File: config.mk
export PLATFORM = sky130hd
export DESIGN_NAME = pipeline_hazard_ctrl
export DESIGN_NICKNAME = d
export VERILOG_FILES = /design/src/rtl/pipeline_hazard_ctrl.sv
export SDC_FILE = /design/constraint.sdc
export NUM_CORES = 1
export LEC_CHECK = 0
export ABC_AREA = 1
export CORE_UTILIZATION = 49
export DETAILED_ROUTE_END_ITERATION = 16
export PLACE_DENSITY = 0.87
export SETUP_SLACK_MARGIN = 0.15
export SYNTH_ARGS = -nofsm -noshare
export SYNTH_HDL_FRONTEND = slang
export SYNTH_SLANG_ARGS = --single-unit
File: constraint.sdc
create_clock -name clk -period 3.1 [get_ports clk]
set_clock_uncertainty 0.15 [all_clocks]
set_input_delay 0.31 -clock clk [delete_from_list [all_inputs] [get_ports clk]]
set_output_delay 0.31 -clock clk [all_outputs]
set_load 0.02 [all_outputs]
File: src/rtl/pipeline_hazard_ctrl.sv
// Pipeline sequencing: load-use stalls, branch flush, halt handshake.
// Drives S1 update, per-stage clears and fetch PC hold/redirect.
module pipeline_hazard_ctrl #(
  parameter int PC_W  = 8,
  parameter int CNT_W = 16
) (
  input  logic             clk,
  input  logic             rst,
  input  logic [2:0]       num_Rm_1,
  input  logic [2:0]       num_Rn_1,
  input  logic [2:0]       num_Rd_1,
  input  logic [2:0]       used_RmRnRd_1,
  input  logic             write_2,
  input  logic [2:0]       writenum_2,
  input  logic             loads_2,
  input  logic             write_3,
  input  logic [2:0]       writenum_3,
  input  logic             loads_3,
  input  logic             do_delayed_B_4,
  input  logic [15:0]      delayed_B_4,
  input  logic             halt_req,
  output logic             halt_ack,
  output logic             update_1in,
  output logic [4:1]       rst_p,
  output logic             pc_hold,
  output logic             pc_load,
  output logic [PC_W-1:0]  pc_target,
  output logic [CNT_W-1:0] stall_cycles,
  output logic [CNT_W-1:0] flush_count
);

  typedef enum logic [1:0] {
    RUN,
    BRFLUSH,
    HALTED
  } state_t;

  state_t state, nxt;
  logic   hit_2, hit_3, haz;
  logic   inc_st, inc_fl;
  logic   unused_hi;

  assign unused_hi = ^delayed_B_4[15:PC_W];

  assign hit_2 =
    (used_RmRnRd_1[2] && num_Rm_1 == writenum_2) ||
    (used_RmRnRd_1[1] && num_Rn_1 == writenum_2) ||
    (used_RmRnRd_1[0] && num_Rd_1 == writenum_2);

  assign hit_3 =
    (used_RmRnRd_1[2] && num_Rm_1 == writenum_3) ||
    (used_RmRnRd_1[1] && num_Rn_1 == writenum_3) ||
    (used_RmRnRd_1[0] && num_Rd_1 == writenum_3);

  // ALU results are forwarded, so only loads stall
  assign haz = (loads_2 && write_2 && hit_2) ||
               (loads_3 && write_3 && hit_3);

  always_comb begin
    nxt        = state;
    update_1in = 1'b1;
    rst_p      = 4'b0000;
    pc_hold    = 1'b0;
    pc_load    = 1'b0;
    pc_target  = '0;
    halt_ack   = 1'b0;
    inc_st     = 1'b0;
    inc_fl     = 1'b0;
    if (!rst) begin
      update_1in = 1'b0;
      rst_p      = 4'b1111;
      pc_hold    = 1'b1;
    end else begin
      unique case (state)
        RUN: begin
          if (do_delayed_B_4) begin
            pc_load   = 1'b1;
            pc_target = delayed_B_4[PC_W-1:0];
            rst_p     = 4'b0111;
            nxt       = BRFLUSH;
            inc_fl    = 1'b1;
          end else if (haz) begin
            update_1in = 1'b0;
            pc_hold    = 1'b1;
            rst_p      = 4'b0010;
            inc_st     = 1'b1;
          end else if (halt_req) begin
            update_1in = 1'b0;
            pc_hold    = 1'b1;
            rst_p      = 4'b0010;
            nxt        = HALTED;
          end
        end
        // wrong-path word still on IR_in is dropped
        BRFLUSH: begin
          rst_p = 4'b0001;
          nxt   = RUN;
        end
        HALTED: begin
          halt_ack = 1'b1;
          if (do_delayed_B_4) begin
            pc_load   = 1'b1;
            pc_target = delayed_B_4[PC_W-1:0];
            rst_p     = 4'b0111;
            inc_fl    = 1'b1;
          end else begin
            update_1in = 1'b0;
            pc_hold    = 1'b1;
            rst_p      = 4'b0010;
            if (!halt_req) nxt = RUN;
          end
        end
        default: nxt = RUN;
      endcase
    end
  end

  always_ff @(posedge clk or negedge rst) begin
    if (!rst) begin
      state        <= RUN;
      stall_cycles <= '0;
      flush_count  <= '0;
    end else begin
      state <= nxt;
      if (inc_st && stall_cycles != '1)
        stall_cycles <= stall_cycles + 1'b1;
      if (inc_fl && flush_count != '1)
        flush_count <= flush_count + 1'b1;
    end
  end

endmodule

==> results.toml, run 1 <==
[outcome]
status = "complete, no violations"

[synth]
syn_inst = 367
yosysSeqAreaShare_pct = 34.3
synthMuxAreaShare_pct = 0
synth-simple-area-share_pct = 43.5
syn_avg_cell_area_um2 = 6.76
synth-xor-area-share_pct = 10.2
syn-cell-area_um2 = 2480
syn-num-nets = 411
synth-compound-area-share_pct = 2.32
ys_seq_elements = 34
synth_adder_area_share_pct = 1.01
synth_top_family_by_area = "simple AND/OR/NAND/NOR gates"
synth_cell_type_count = 28
yosysWarnings = 0

[sta]
worstMarginPinSlew_ns = 0.467
slew_violations = 0
min_period_over_period_pct = 87.5
setup_tns_ns = 0
hold_viol = 0
grt_setup_unrepaired = "no"
maxSlewHeadroom_pct = 68.8
whs_ns = 0.383
period_needed_ns = 2.71
fmax_mhz = 369
setup_viol = 0

[floorplanning]
die_x_um = 73.2
core_area_um2 = 4790
io_pins = 90
die_h_um = 73.2
dieArea_um2 = 5350
initial_core_util_pct = 51.9
rows = 25

[detailed_routing]
wl_per_cell_um = 12.2
dr.pass1.iters = 5
drc = 0
num_vias = 2591
ant_nets = 0
first_iter_violations = 158
viasPerCell = 4.98
finalWirelength_um = 6350

[power]
p_leak_nw = 1.69
ir_drop_uv = 335
fin_total_pwr_mw = 1.72
p_per_area_nw_per_um2 = 499

[hold_path]
hold_class = "register to register"
whs_path_depth = 2

[placement]
gp_congestion = 0.839
dpl-instance-area_um2 = 3340
port_buffers = 81
dp.final_hpwl_um = 4830

[clock_tree]
cts_buffers = 5
clock_sinks = 34
htree_levels = 2
root_buffer = "clkbuf_8"
clkLatencyLatePin_ns = 0.29
path_clk_slew_ns = 0.07
tritoncts = "done"
clockBufferDepth = 2
postCtsResizedCells = 0

[setup_path]
cp-start-kind = "input pin"
cp-end-kind = "output port"
worst-path-max-fanout = 8
worst_ep_arrival_time_ns = 2.25
r2r_cells = 8
cp_cell_sequence = "dlygate4sd3_1 -> buf_2 -> inv_1 -> nor2_2 -> inv_1 -> nor2_1 -> clkdlybuf4s50_1"
critPathRequiredTime_ns = 2.64
critPathMostFrequentCell = "inv_1"
r2r_slack_ns = 1.01
worstSetupPathType = "input pin to output port"
critPathMaxStageDelay_ns = 0.62
crit_path_top_delay_cell = "clkdlybuf4s50_1"

[grt]
grt_pass1_wl_um = 10400
antenna_found_initial = 0
grt_pass1_vias = 2465
grt_usage_pct = 25.2
grt_max_degree = 39
overflow = 0

[final_layout]
area_growth_pct = 38.7
layout-drive-gt1-share_pct = 7.28
insertedDiodeCount = 0
nets = 496
final_common_cell = "nand2_1"
fin_area_um2 = 3440
layout_common_cells = "nand2_1 (128), clkdlybuf4s50_1 (80), nor2_1 (45)"
fill_cells = 413

[job]
maxCapViolations = 0
-- power by group --
part,internal [mW],switching (mW),leakage [nW]
clock network,0.179,0.169,0.0482
registers,0.525,0.109,0.446
logic,0.320,0.417,1.20
-- per-stage QoR --
stage               worst slack (ns)  utilization [%]  instances
floorplan                       1.22                -        367
global route                   0.218             71.9        520
global placement               0.436             69.8        511
detailed placement             0.418             69.8        511
CTS                            0.377             71.9        520
finish                         0.387             71.9        520
-- sequential cells by signal (all words and copies together), names as in the netlist --
signal	count
stall_cycles	16
flush_count	16
state	2
-- cell usage after synthesis --
library cell / n / share of area, %
nand3_4: 1 / 0.71
nor3_4: 1 / 0.66
nor3_1: 6 / 1.2
and3_1: 1 / 0.25
nand3_1: 23 / 4.6
nor2_2: 3 / 0.76
nand2_4: 1 / 0.45
buf_2: 3 / 0.60
inv_1: 39 / 5.9
buf_4: 1 / 0.30
nor3_2: 1 / 0.40
a21boi_0: 2 / 0.60
ha_1: 2 / 1.0
nand2_1: 128 / 19
xor2_1: 21 / 7.4
nand4_1: 20 / 5.0
nor4_1: 1 / 0.25
o21ai_1: 5 / 1.0
dfrtp_1: 34 / 34
nor2_4: 1 / 0.45
o21ai_0: 2 / 0.40
inv_2: 6 / 0.91
buf_6: 2 / 0.91
nor2_1: 45 / 6.8
nand3_2: 2 / 0.81
nand2_2: 7 / 1.8
o211ai_1: 1 / 0.30
xnor2_1: 8 / 2.8
-- cells by family (layout without fill, tap and decap cells) --
logic type / after synthesis / after routing
simple gates: 241 / 241
buf+inv: 51 / 137
flops: 34 / 34
xor+xnor: 29 / 29
compound gates: 10 / 10
fa+ha+maj: 2 / 2
-- final timing paths --
check,end,from
max reg2reg,flush_count[6]$_DFFE_PN0P_,flush_count[0]$_DFFE_PN0P_
max,pc_target[4],rst
min in group asynchronous,stall_cycles[0]$_DFFE_PN0P_,rst
min reg2reg,stall_cycles[14]$_DFFE_PN0P_,stall_cycles[14]$_DFFE_PN0P_
max in group asynchronous,flush_count[4]$_DFFE_PN0P_,rst
min,stall_cycles[14]$_DFFE_PN0P_,stall_cycles[14]$_DFFE_PN0P_
-- what timing repair did --
item / CTS / global route
setup buffers: 0 / 0
hold endpoints to repair: 34 / 0
hold buffers: 1 / 0
-- per-layer routing --
| metal | vias to the layer above | GRT usage [%] | share of wire [%] |
|---|---|---|---|
| met2 | 63 | 45.8 | 51 |
| li1 | 1318 | - | - |
| met5 | - | 0 | 0 |
| met1 | 1204 | 29.4 | 44 |
| met3 | 6 | 5.94 | 4.9 |
| met4 | 0 | 7.19 | 0.68 |
-- area by class of cell --
type / count / area, um2 / area share, %
Clock buffer: 7 / 86.3 / 2.51
Tap cell: 67 / 83.8 / 2.43
Inverter: 45 / 169 / 4.91
Timing Repair Buffer: 84 / 831 / 24.1
Multi-Input combinational cell: 282 / 1420 / 41.2
Sequential cell: 34 / 851 / 24.7
Clock inverter: 1 / 5.00 / 0.145
-- critical path, delay by kind of cell --
family        cells  cell delay (ns)
buf+inv           5             1.56
simple gates      2             0.37
No activity file was read; power rests on OpenSTA's default activity.
==> inputs of run 2 (changes only) <==
--- a/config.mk
+++ b/config.mk
@@ -6,6 +6,7 @@
 export NUM_CORES = 1
 export LEC_CHECK = 0
 export ABC_AREA = 1
+export CORE_MARGIN = 2
 export CORE_UTILIZATION = 49
 export DETAILED_ROUTE_END_ITERATION = 16
 export PLACE_DENSITY = 0.87
==> run 2 against run 1 <==
  * Die area up 5.5%
  * Critical path depth unchanged
  * Sequential power about the same
  * Sequential share of layout area about the same
  * Flip-flop and latch count unchanged
  * Utilization down 0.39 points
  * Critical path type unchanged
  * Largest cell class unchanged
==> results.toml, run 2 (synthesis gave the netlist of run 1 again) <==
[grt]
grt_max_degree = 39
antenna_found_initial = 0
grt_pass1_wl_um = 10800
overflow = 0
grt_pass1_vias = 2619
grt_usage_pct = 24.3

[clock_tree]
clkLatencyLatePin_ns = 0.29
root_buffer = "clkbuf_8"
cts_setup_buffers = 0
clockBufferDepth = 2
htree_levels = 2
tritoncts = "done"
path_clk_slew_ns = 0.07
cts_buffers = 5
clock_sinks = 34

[final_layout]
reg_top3 = "flush_count (16), stall_cycles (16), state (2)"
final_common_cell = "nand2_1"
final_core_util_pct = 71.6
area_growth_pct = 38.9
layout-drive-gt1-share_pct = 7.51
layout_common_cells = "nand2_1 (128), clkdlybuf4s50_1 (80), nor2_1 (45)"
nets = 496
insertedDiodeCount = 0

[detailed_routing]
viasPerCell = 5.06
finalWirelength_um = 6280
ant_nets = 0
first_iter_violations = 152
dr.pass1.iters = 4
wl_per_cell_um = 12.1
num_vias = 2630
drc = 0

[sta]
worstMarginPinSlew_ns = 0.475
period_needed_ns = 2.70
maxSlewHeadroom_pct = 68.3
hold_viol = 0
setup_tns_ns = 0
slew_violations = 0
setup_viol = 0
min_period_over_period_pct = 87.2
fmax_mhz = 370
grt_setup_unrepaired = "no"

[hold_path]
hold_class = "register to register"
min_to = "flush_count[0]$_DFFE_PN0P_"
whs_path_depth = 1
min-delay-start = "flush_count[0]$_DFFE_PN0P_"

[setup_path]
cp-end-kind = "output port"
r2r-end = "flush_count[6]$_DFFE_PN0P_"
critPathRequiredTime_ns = 2.64
r2r_cells = 8
worstSetupPathType = "input pin to output port"
worst_ep_arrival_time_ns = 2.24
cp-start-kind = "input pin"
worst-path-max-fanout = 8
r2r_slack_ns = 0.98
r2r-start = "flush_count[0]$_DFFE_PN0P_"

[power]
fin_total_pwr_mw = 1.71
ir_drop_uv = 412
p_leak_nw = 1.69
p_per_area_nw_per_um2 = 497

[placement]
port_buffers = 81
gp_congestion = 0.867
dp.final_hpwl_um = 4880

[floorplanning]
die_h_um = 75.2
die_x_um = 75.2
initial_core_util_pct = 51.5
io_pins = 90
dieArea_um2 = 5650
rows = 25
core_area_um2 = 4820

[outcome]
status = "complete, no violations"

[job]
maxCapViolations = 0
[run 2: critical path: stages]
cell and delay (ns):
dlygate4sd3_1 0.53, buf_2 0.13, inv_1 0.09, nor2_2 0.24, inv_1 0.18, nor2_1 0.14, clkdlybuf4s50_1 0.62
[run 2: report_power, final]
group	switching [mW]	total (mW)	internal [mW]
combinational	0.420	0.739	0.320
clock	0.164	0.343	0.178
sequential	0.106	0.631	0.525
[run 2: worst max path at each step]
stage | startpoint | endpoint | slack, ns | depth (start not counted)
3_3_place_gp | writenum_2[1] | update_1in | 0.45 | 12
6_report | rst | pc_target[7] | 0.40 | 7
5_1_grt | rst | rst_p[1] | 0.22 | 7
2_1_floorplan | stall_cycles[0]$_DFFE_PN0P_ | stall_cycles[2]$_DFFE_PN0P_ | 1.22 | 9
3_5_place_dp | writenum_2[1] | update_1in | 0.40 | 12
4_1_cts | rst | rst_p[1] | 0.38 | 7
[run 2: per-layer routing]
metal / track usage (%) / up-vias / share of wire [%] / wire length [um]
met4: 7.21 / 0 / 0.60 / 38
met5: 0 / - / 0 / 0
met1: 28.1 / 1208 / 43 / 2720
met3: 6.69 / 4 / 6.5 / 410
li1: - / 1326 / - / -
met2: 43.7 / 92 / 50 / 3110
[run 2: area by class of cell]
| cell class | instances | area [um2] |
|---|---|---|
| clock buffer | 6 | 82.6 |
| clock inverter | 2 | 12.5 |
| fill | 397 | 1370 |
| inverter | 45 | 169 |
| multi-input combinational | 282 | 1420 |
| sequential | 34 | 851 |
| tap | 67 | 83.8 |
| timing repair buffer | 84 | 831 |
[run 2: what timing repair did]
action / CTS / global route
setup endpoints to repair: 0 / 0
hold endpoints to repair: 34 / 0
hold buffers: 1 / 0
resized for setup: 0 / 0
[run 2: through the flow]
step                worst slack (ns)  cell area [um2]  hold slack (ns)  cells
floorplan                       1.22             2480           -0.136    367
global placement               0.450             3340            0.279    511
detailed placement             0.397             3340            0.280    511
CTS                            0.378             3450            0.395    520
global route                   0.218             3450            0.412    520
finish                         0.398             3450            0.389    520
